### src/rtl/trace_pkg.sv
// Shared types for the commit-trace checker.
// One trace entry is {pc, rd, wdata}.
package trace_pkg;

  localparam int TRACE_ENTRY_W = 69;

  typedef struct packed {
    logic [31:0] pc;
    logic [4:0]  rd;
    logic [31:0] wdata;
  } trace_entry_t;

  typedef enum logic [1:0] {
    RUN,
    DRAIN,
    DONE,
    HALT
  } checker_state_e;

endpackage

### src/rtl/trace_commit_fifo.sv
// Multi-push, single-pop circular buffer of trace entries.
// Pushed entries arrive already compacted into slots 0..i_push_cnt-1.
module trace_commit_fifo
  import trace_pkg::*;
#(
  parameter  int LANES = 2,
  parameter  int DEPTH = 8,
  localparam int PTR_W = $clog2(DEPTH),
  localparam int CNT_W = PTR_W + 1,
  localparam int PC_W  = $clog2(LANES + 1)
) (
  input  logic                    clk,
  input  logic                    resetn,
  input  logic [PC_W-1:0]         i_push_cnt,
  input  trace_entry_t [LANES-1:0] i_push_data,
  input  logic                    i_pop,
  output trace_entry_t            o_head,
  output logic [CNT_W-1:0]        o_count,
  output logic [CNT_W-1:0]        o_free
);

  trace_entry_t     r_mem [DEPTH];
  logic [PTR_W-1:0] r_wr;
  logic [PTR_W-1:0] r_rd;
  logic [CNT_W-1:0] r_cnt;

  always_ff @(posedge clk) begin
    for (int i = 0; i < LANES; i++) begin
      if (i < int'(i_push_cnt)) begin
        r_mem[r_wr + PTR_W'(i)] <= i_push_data[i];
      end
    end
  end

  always_ff @(posedge clk or negedge resetn) begin
    if (!resetn) begin
      r_wr  <= '0;
      r_rd  <= '0;
      r_cnt <= '0;
    end else begin
      r_wr  <= r_wr + PTR_W'(i_push_cnt);
      r_rd  <= r_rd + PTR_W'(i_pop);
      r_cnt <= r_cnt + CNT_W'(i_push_cnt)
             - CNT_W'(i_pop);
    end
  end

  assign o_head  = r_mem[r_rd];
  assign o_count = r_cnt;
  assign o_free  = CNT_W'(DEPTH) - r_cnt;

endmodule

### config.mk
export PLATFORM = sky130hd
export DESIGN_NAME = trace_commit_fifo
export DESIGN_NICKNAME = d
export VERILOG_FILES = /design/src/rtl/trace_pkg.sv /design/src/rtl/trace_commit_fifo.sv
export SDC_FILE = /design/constraint.sdc
export NUM_CORES = 1
export LEC_CHECK = 0
export CAP_MARGIN = 40
export CORE_UTILIZATION = 63
export CTS_CLUSTER_DIAMETER = 60
export CTS_CLUSTER_SIZE = 10
export DETAILED_ROUTE_END_ITERATION = 10
export PLACE_DENSITY = 0.87
export SYNTH_ARGS = -nofsm -noshare
export SYNTH_HDL_FRONTEND = slang
export SYNTH_SLANG_ARGS = --single-unit
export TNS_END_PERCENT = 100
### constraint.sdc
create_clock -name clk -period 14.7 [get_ports clk]
set_input_delay 2.205 -clock clk [delete_from_list [all_inputs] [get_ports clk]]
set_output_delay 2.205 -clock clk [all_outputs]
set_load 0.005 [all_outputs]
==> key figures <==
Detailed routing
  • Detail Route Antenna Nets: 0
  • Vias per inst: approximately 6.6
  • WL final: between 60000 and 70000 µm
  • Initial DRC Count: ~1.4k
  • WL per Instance: approximately 29 µm
  • DR pass1 iterations: 5
  • Post-route DRC: 0
  • Vias: ~15k

Timing
  • Final period utilization: 0.432
  • Setup_tns: 0 ns
  • Max-slew violations: 0
  • Unrepaired setup endpoints after global routing: false
  • Fmax: ~160 MHz
  • Relative slew slack: 0.421
  • Tmin final: around 6.3 ns
  • Final setup fails: 0
  • Worst-margin pin slew: 0.869 ns
  • Final Hold Viols: 0
  • Final clock skew: between 0.01 and 0.015 ns

Synthesis
  • Sequential element share of the synthesized area: 0.603
  • Syn nets: between 1.5k and 2k
  • Synthesized area per cell: 18.9 µm²
  • Number of library cell types mapped by synthesis: 32
  • Syn Inst Count: 1479
  • Yosys warns: 0
  • Cell Area, Synth: 0.0279 mm²
  • Synth Register Bits: roughly 560

Pwr
  • Maximum vdd drop: 155 µV
  • Overall power: around 0.0074 W
  • Flop pwr share: 0.380
  • Cell Pwr Density: 225 mW/mm²
  • Sw Pwr: about 0.0023 W
  • Leakage: 10.7 nW
  • Clk pwr share: 0.196
  • Switching Share: 0.316
  • Int Pwr: 0.00507 W
  • Comb pwr share: 0.424

Final layout
  • Fill count: about 2.5k
  • Share of cells above drive strength 1: 0.515
  • Finished Layout Cells: ~2.3k
  • Most common cell after layout, fill and taps aside: mux2_2
  • Register Area: around 0.017 mm²
  • Net count, final: 1864
  • Multi-input gate area: around 0.011 mm²
  • Final Cell Area: 0.0329 mm²
  • Area delta synth->final: 17.9%
  • Most frequent cells in the layout: mux2_2 (615), edfxtp_1 (552), clkdlybuf4s50_1 (219)

Global route
  • First-pass GRT wire length: ~100000 µm
  • Vias in the first global route: around 16k
  • Total track usage: 0.303
  • Initial antenna violation count: 11
  • Largest net degree at the start of global routing: 52
  • Remaining Overflow, GRT: 0

Clock tree
  • CTS Hold Buffers Added: 0
  • Root buf cell: clkbuf_16
  • CTS tree: yes
  • # H-tree levels: 3
  • Clock latency on the worst-skew pair: 0.58 ns
  • # resized after CTS: 0
  • Clock sink count: approximately 560
  • CTS Buffer Depth: 3
  • CTS Buf Count: 66
  • Clk pin slew, worst setup/hold paths: roughly 0.060 ns
  • Post-CTS Setup Inserts: 0

Setup path
  • Crit path launch type: register
  • CP max FO: 51
  • Crit end category: primary output
  • Cells on worst reg2reg path: 6
  • Worst setup path category: register to primary output
  • CP Data Arrival Time: around 4.1 ns
  • Critical path data required time: around 12 ns

Floorplanning
  • Rows: 76
  • Die area: between 0.04 and 0.05 mm²
  • IO Pins: between 200 and 250
  • Initial Util: 0.643
  • Chip width: roughly 210 µm
  • Core area: roughly 0.043 mm²
  • Die extent in y: between 200 and 250 µm

Placement
  • Gpl congestion: about 0.83
  • Area post-placement: between 0.03 and 0.04 mm²
  • Cells after DPL: 2226
  • Port bufs: ~220
  • DPL Wire Length: around 39000 µm

Hold path
  • Hold crit path type: register to register
  • Worst Hold Depth: 2

Run
  • Max-cap violation count: 0

Outcome
  • Outcome: finished clean
power groups by stage:
stage / combinational, W / clock [W] / sequential [W]
2_1_floorplan: 0.00191 / 0 / 0.00280
3_3_place_gp: 0.00301 / 0 / 0.00282
3_5_place_dp: 0.00315 / 0 / 0.00285
4_1_cts: 0.00317 / 0.00147 / 0.00282
5_1_grt: 0.00331 / 0.00152 / 0.00286
6_report: 0.00315 / 0.00145 / 0.00282
area by class of cell:
type                    count  area share
diodes                      4    0.000304
clock buffers              82      0.0553
inverters                  11     0.00126
multi-input cells         808       0.325
well taps                 585      0.0223
flip-flops and latches    562       0.512
clock inverters             2    0.000532
repair buffers            260      0.0836
layer usage:
| metal | global-route usage | wire [µm] |
|---|---|---|
| met1 | 0.394 | 25900 |
| met2 | 0.509 | 34000 |
| met3 | 0.0631 | 4720 |
| met4 | 0.102 | 1910 |
| met5 | 0 | 98 |
kinds of logic after synthesis:
group	share of synthesized area
AOI/OAI and AO/OA	0.00287
xor gates and xnor gates	0.00336
adders and majority gates	0.00592
buffers and inverters	0.0191
DFF	0.603
muxes	0.362
and+or+nand+nor	0.00341
metrics by stage:
stage / hold slack [ns] / utilization / setup WS, ns
after detailed placement: 0.698 / 0.716 / 8.93
after CTS: 0.715 / 0.758 / 8.31
after floorplan: 0.464 / - / 6.58
final: 0.722 / 0.759 / 8.35
after global placement: 0.714 / 0.708 / 8.77
after global routing: 0.776 / 0.759 / 8.23
registers in the layout, indices dropped and copies added, names as in the netlist:
signal / count
o_count: 4
r_mem: 552
r_wr: 3
r_rd: 3
worst max-delay path, cell delays in order, from the launching register on:
cell,delay (ns)
dfrtp_4,0.89
buf_4,0.73
buf_4,0.68
mux4_2,0.41
mux2_2,0.33
clkdlybuf4s50_1,0.46
worst paths after layout:
| kind | end | from | slack (ns) |
|---|---|---|---|
| worst max register to register | r_mem[0][56] | r_wr[0] | 11.12 |
| worst min-delay path | o_count[3] | o_count[2] | 0.72 |
| worst max-delay path | o_head[13] | r_rd[2] | 8.35 |
| min in group asynchronous | o_count[0] | resetn | 1.96 |
| worst min register to register | o_count[3] | o_count[2] | 0.72 |
| max in group asynchronous | r_rd[0] | resetn | 12.37 |
Yosys cell counts, drive strengths merged:
cell	n	area [µm²]
edfxtp	552	16600
nand2	5	18.8
fa	2	40.0
clkbuf	21	78.8
mux2	621	6990
o22ai	3	18.8
xnor2	5	51.3
nor3b	1	7.51
nand3b	1	7.51
o21ai	2	10.0
a21o	1	7.51
a21oi	1	5.00
ha	10	125
nand3	1	5.00
nor2	4	25.0
xor2	4	42.6
o32ai	1	8.76
o21bai	3	22.5
buf	77	412
nand2b	1	6.26
nor3	3	25.0
dfrtp	10	250
inv	11	41.3
mux4	138	3110
o31ai	1	7.51
Power figures use the tool's default switching activity.
